==> src/rtl/display_7seg_mux_pkg.sv <==
// rtl/display_7seg_mux_pkg.sv - 7-segment patterns and BCD-to-segment decode
// Patterns are stored active-low ({g,f,e,d,c,b,a}, bit 0 = a, 0 = segment lit);
// the top inverts them when the display is active-high.
package display_7seg_mux_pkg;

    localparam logic [6:0] SEG_0     = 7'b1000000;
    localparam logic [6:0] SEG_1     = 7'b1111001;
    localparam logic [6:0] SEG_2     = 7'b0100100;
    localparam logic [6:0] SEG_3     = 7'b0110000;
    localparam logic [6:0] SEG_4     = 7'b0011001;
    localparam logic [6:0] SEG_5     = 7'b0010010;
    localparam logic [6:0] SEG_6     = 7'b0000010;
    localparam logic [6:0] SEG_7     = 7'b1111000;
    localparam logic [6:0] SEG_8     = 7'b0000000;
    localparam logic [6:0] SEG_9     = 7'b0011000;
    localparam logic [6:0] SEG_BLANK = 7'b1111111;

    function automatic logic [6:0] bcd_to_seg(input logic [3:0] bcd);
        case (bcd)
            4'd0:    return SEG_0;
            4'd1:    return SEG_1;
            4'd2:    return SEG_2;
            4'd3:    return SEG_3;
            4'd4:    return SEG_4;
            4'd5:    return SEG_5;
            4'd6:    return SEG_6;
            4'd7:    return SEG_7;
            4'd8:    return SEG_8;
            4'd9:    return SEG_9;
            default: return SEG_BLANK;
        endcase
    endfunction

endpackage

==> src/rtl/display_7seg_mux_bcd_digit_counter.sv <==
// rtl/display_7seg_mux_bcd_digit_counter.sv - one decimal up/down digit with carry/borrow chain
// Ports: clock, reset (async, active high); load/load_digit (load wins);
//        step (a count step is happening this cycle), up_down, cin (carry/borrow in);
//        digit (registered value), cout (combinational carry/borrow out).
module bcd_digit_counter
    import display_7seg_mux_pkg::*;
(
    input  logic       clock,
    input  logic       reset,
    input  logic       load,
    input  logic [3:0] load_digit,
    input  logic       step,
    input  logic       up_down,
    input  logic       cin,
    output logic [3:0] digit,
    output logic       cout
);

    logic [3:0] digit_next;

    always_comb begin
        digit_next = digit;
        cout       = 1'b0;
        if (step) begin
            if (digit > 4'd9) begin
                // A non-decimal code is normalised on any count step, whether or
                // not a carry reaches it: up wraps to 0 and carries, down settles
                // at 9 and swallows any incoming borrow.
                if (up_down) begin
                    digit_next = 4'd0;
                    cout       = 1'b1;
                end else begin
                    digit_next = 4'd9;
                end
            end else if (cin) begin
                if (up_down) begin
                    if (digit == 4'd9) begin
                        digit_next = 4'd0;
                        cout       = 1'b1;
                    end else begin
                        digit_next = digit + 4'd1;
                    end
                end else begin
                    if (digit == 4'd0) begin
                        digit_next = 4'd9;
                        cout       = 1'b1;
                    end else begin
                        digit_next = digit - 4'd1;
                    end
                end
            end
        end
    end

    always_ff @(posedge clock or posedge reset) begin
        if (reset) begin
            digit <= 4'd0;
        end else if (load) begin
            digit <= load_digit;
        end else begin
            digit <= digit_next;
        end
    end

endmodule

==> src/rtl/display_7seg_mux.sv <==
// rtl/display_7seg_mux.sv - N-digit BCD up/down counter with multiplexed 7-segment display
// Ports: clock, reset (async, active high); enable, up_down, load, load_value (count control);
//        blank_zeros (leading-zero blanking); count (packed BCD), carry (wrap pulse);
//        segmento ({g,f,e,d,c,b,a}), anodo (active-low one-hot digit select).
module display_7seg_mux
    import display_7seg_mux_pkg::*;
#(
    parameter int N_DIGITS    = 4,
    parameter int REFRESH_DIV = 50000,
    parameter int ACTIVE_LOW  = 1
) (
    input  logic                  clock,
    input  logic                  reset,
    input  logic                  enable,
    input  logic                  up_down,
    input  logic                  load,
    input  logic [4*N_DIGITS-1:0] load_value,
    input  logic                  blank_zeros,
    output logic [4*N_DIGITS-1:0] count,
    output logic                  carry,
    output logic [6:0]            segmento,
    output logic [N_DIGITS-1:0]   anodo
);

    localparam int REF_W  = $clog2(REFRESH_DIV);
    localparam int SCAN_W = (N_DIGITS > 1) ? $clog2(N_DIGITS) : 1;
    localparam logic [6:0] SEG_OFF = (ACTIVE_LOW != 0) ? 7'b1111111 : 7'b0000000;

    // Counter chain: digit 0 always sees a carry-in, so a step ripples upward.
    logic                step;
    logic [N_DIGITS:0]   chain;

    assign step     = enable & ~load;
    assign chain[0] = 1'b1;

    for (genvar g = 0; g < N_DIGITS; g++) begin : g_digit
        bcd_digit_counter u_digit (
            .clock      (clock),
            .reset      (reset),
            .load       (load),
            .load_digit (load_value[4*g +: 4]),
            .step       (step),
            .up_down    (up_down),
            .cin        (chain[g]),
            .digit      (count[4*g +: 4]),
            .cout       (chain[g+1])
        );
    end

    // Registered alongside count so the pulse lines up with the wrapped value.
    always_ff @(posedge clock or posedge reset) begin
        if (reset) begin
            carry <= 1'b0;
        end else begin
            carry <= chain[N_DIGITS];
        end
    end

    // Scan timing.
    logic [REF_W-1:0]  refresh_cnt;
    logic [SCAN_W-1:0] scan_idx;
    logic [SCAN_W-1:0] scan_next;
    logic              refresh_wrap;

    assign refresh_wrap = (refresh_cnt == REF_W'(REFRESH_DIV - 1));

    always_comb begin
        scan_next = scan_idx;
        if (refresh_wrap) begin
            scan_next = (scan_idx == SCAN_W'(N_DIGITS - 1)) ? '0 : scan_idx + 1'b1;
        end
    end

    // Segments are decoded from the index being scanned next, so that after the
    // register stage segmento and anodo always describe the same digit.
    logic [3:0] sel_digit;
    logic       sel_blank;
    logic       upper_zero;
    logic [6:0] seg_pattern;
    logic [6:0] seg_driven;

    always_comb begin
        sel_digit  = 4'd0;
        sel_blank  = 1'b0;
        upper_zero = 1'b1;
        // Walk from the top digit down, so upper_zero means "this digit and all
        // above it are zero" at the point each digit is considered.
        for (int i = N_DIGITS - 1; i >= 0; i--) begin
            upper_zero = upper_zero & (count[4*i +: 4] == 4'd0);
            if (scan_next == SCAN_W'(i)) begin
                sel_digit = count[4*i +: 4];
                sel_blank = blank_zeros && (i > 0) && upper_zero;
            end
        end
    end

    assign seg_pattern = sel_blank ? SEG_BLANK : bcd_to_seg(sel_digit);
    assign seg_driven  = (ACTIVE_LOW != 0) ? seg_pattern : ~seg_pattern;

    always_ff @(posedge clock or posedge reset) begin
        if (reset) begin
            refresh_cnt <= '0;
            scan_idx    <= '0;
            anodo       <= ~N_DIGITS'(1);
            segmento    <= SEG_OFF;
        end else begin
            refresh_cnt <= refresh_wrap ? '0 : refresh_cnt + 1'b1;
            scan_idx    <= scan_next;
            anodo       <= ~(N_DIGITS'(1) << scan_next);
            segmento    <= seg_driven;
        end
    end

endmodule

==> config.mk <==
export PLATFORM = sky130hd
export DESIGN_NAME = display_7seg_mux
export DESIGN_NICKNAME = d
export VERILOG_FILES = /design/src/rtl/display_7seg_mux_pkg.sv /design/src/rtl/display_7seg_mux_bcd_digit_counter.sv /design/src/rtl/display_7seg_mux.sv
export SDC_FILE = /design/constraint.sdc
export NUM_CORES = 1
export LEC_CHECK = 0
export BUFFER_PORTS_ARGS = -buffer_cell sky130_fd_sc_hd__buf_2
export CORE_ASPECT_RATIO = 0.6
export CORE_MARGIN = 2
export CORE_UTILIZATION = 62
export DETAILED_ROUTE_END_ITERATION = 7
export PLACE_DENSITY = 0.86
export SYNTH_ARGS = -nofsm -noshare
export SYNTH_HDL_FRONTEND = slang
export SYNTH_HIERARCHICAL = 1
export SYNTH_SLANG_ARGS = --single-unit
==> constraint.sdc <==
create_clock -name clock -period 7.8 [get_ports clock]
set_input_delay 0.78 -clock clock [delete_from_list [all_inputs] [get_ports clock]]
set_output_delay 0.78 -clock clock [all_outputs]
set_load 0.02 [all_outputs]
==> flow_metrics.tcl <==
set metrics [dict create \
    p_sw_mw 0.439 \
    synthCells 353 \
    switching_share 0.444 \
    grtUsageTotal 0.278 \
    grt_max_degree 49 \
    vias 2872 \
    worstHoldPathType "in -> async" \
    fin_setup_tns_ns 0 \
    mostFrequentLayoutCells "buf_2 (49), nor2_1 (39), nand2_1 (37)" \
    drive_gt1_frac 0.222 \
    cellPowerDensity_nw_per_um2 282 \
    grt_pass1_wl_um 12200 \
    wl_per_cell_um 16.4 \
    clock_latency_ns 0.30 \
    num_antenna_cells 0 \
    vdd_drop_max_v 0.000158 \
    leakagePower_nw 1.63 \
    multiInputGateArea_um2 1840 \
    avgViaCountPerCell 6.22 \
    p_int_mw 0.550 \
    arrival_ns 3.46 \
    final-hold-violation-count 0 \
    topRoutingLayerUsed "met4" \
    p_clk_frac 0.180 \
    final_antenna_net_count 0 \
    report.final.slew_viol_count 0 \
    status "completed" \
    die_h_um 59.5 \
    fin_util 0.700 \
    ys.flop_type "dfrtp_1" \
    ys_seq_area_frac 0.365 \
    report.final.setup_viol 0 \
    cts_root_buf "clkbuf_8" \
    pwr-share-comb 0.388 \
    rsz0062_at_grt "false" \
    drt_iter0_markers 296 \
    synth_edf_count 0 \
    synth-seq-cells 46 \
    startpoint_type "flop" \
    path_clk_slew_ns 0.09 \
    antenna_found_initial 0 \
    die_area_um2 5750 \
    routabilityCongestion 0.840 \
    numPortBuffers 49 \
    wl_met2_um 3240 \
    io_pins 50 \
    path_max_fanout 13 \
    cts_resized 0 \
    fmaxAchievable_mhz 310 \
    cts_setup_buffers 0 \
    cts.sinks 46 \
    regArea_um2 1160 \
    initial_core_util 0.636 \
    grt-ovfl-total 0 \
    numCtsBuffers 5 \
    yosysWarnings 6 \
    wl_met1_um 3730 \
    grt_pass1_vias 2465 \
    avgSynthCellArea_um2 9.02 \
    synth_area_um2 3190 \
    drt-pass1-iter-count 5 \
    ctsHtreeMaxLevel 2 \
    ctsHoldBuffers 0 \
    period_minus_slack_ns 3.23 \
    drt_wl_total_um 7600 \
    tightest_slew_ns 1.11 \
    max-slew-margin-rel 0.258 \
    end_kind "flop" \
    drcViolationCount 0 \
    final_common_cell "buf_2" \
    crit_type "reg -> reg" \
    drv_cap 0 \
    ys_types 49 \
    hpwl_um 5230 \
    cts_tree "done" \
    finalCritPeriodShare 0.414 \
    met3_length_um 551 \
    p_total_mw 0.989 \
    area_growth_pct 10.0 \
    nFillCells 411 \
    synthArstFlopShare 1.00 \
    fp-row-count 20 \
    cts_buffer_depth 2 \
    fin_nets 420 \
    core-area_um2 5000 \
    cp.required_ns 8.04 \
    finalClockSkew_ns 0.00472 \
    postPlaceCellArea_um2 3390 \
    seq_power_share 0.432 \
    final_area_um2 3500 \
    die_width_um 96.5 \
]
area by class of cell:
cell class,instances,area share
clock buffers,6,0.0207
well taps,66,0.0236
flip-flops and latches,46,0.332
repair buffers,50,0.0721
clock inverters,2,0.0107
inverters,15,0.0161
multi-input cells,277,0.525
Yosys cell counts, types with 5 or more instances:
cell,count,area share
nor4_1,7,0.014
dfrtp_1,36,0.28
buf_2,8,0.013
nand3_1,16,0.025
o21a_1,5,0.012
nor3_1,5,0.0079
nand2b_1,8,0.016
o21ai_0,17,0.027
mux2i_1,12,0.038
buf_6,6,0.021
xnor2_1,9,0.025
a21oi_1,17,0.027
o211ai_1,5,0.012
xor2_1,13,0.036
dfstp_2,10,0.082
nor2_1,39,0.046
inv_1,15,0.018
o31ai_1,8,0.019
nand2_1,37,0.044
metrics by stage:
stage / hold slack (ns) / cells / setup slack (ns)
finish: 0.401 / 462 / 4.57
global route: 0.406 / 462 / 4.32
CTS: 0.398 / 462 / 4.62
detailed placement: 0.497 / 454 / 4.39
global placement: 0.478 / 454 / 4.52
floorplan: 0.452 / 356 / 4.88
worst max-delay path, cell delays in order, from the launching register on:
cell     delay [ns]
dfrtp_1        0.43
ha_1           0.25
and3_1         0.21
and4_4         0.35
mux2i_4        0.56
mux2i_1        0.17
mux2i_1        0.40
ha_1           0.34
mux2_4         0.27
a21oi_1        0.15
per-layer routing:
| metal | vias up | GRT usage |
|---|---|---|
| li1 | 1365 | - |
| met1 | 1367 | 0.441 |
| met2 | 125 | 0.394 |
| met3 | 15 | 0.0433 |
| met4 | 0 | 0.0724 |
| met5 | - | 0 |
path summary, 6_finish.rpt:
kind	from	end	slack, ns	cells past startpoint
min in group clock	refresh_cnt[13]	refresh_cnt[13]	0.50	1
hold reg to reg	refresh_cnt[13]	refresh_cnt[13]	0.50	1
setup / recovery	refresh_cnt[0]	segmento[3]	4.57	9
setup reg to reg	refresh_cnt[0]	segmento[3]	4.57	9
max in group asynchronous	reset	carry	6.32	2
hold / removal	reset	g_digit[3].u_digit/digit[1]	0.40	2
power groups by stage:
stage / clock (mW) / sequential (mW) / combinational, mW
detailed placement: 0 / 0.425 / 0.378
global placement: 0 / 0.418 / 0.366
CTS: 0.180 / 0.421 / 0.382
global route: 0.190 / 0.439 / 0.422
finish: 0.178 / 0.428 / 0.384
floorplan: 0 / 0.408 / 0.291
kinds of logic (layout without fill, tap and decap cells):
logic type	Yosys count	count (layout)	share of synthesized area
buf+inv	33	73	0.0609
mux	18	18	0.0707
other cells	1	4	0.00118
compound gates	82	82	0.181
flops	46	46	0.365
fa+ha+maj	3	3	0.0118
simple gates	148	148	0.249
xor+xnor	22	22	0.0605
state kept, by name, indices dropped and copies added (netlist names):
name and flops:
anodo 4, carry 1, g_digit.u_digit/digit 16, refresh_cnt 16, scan_idx 2, segmento 7
Power figures use the tool's default switching activity.
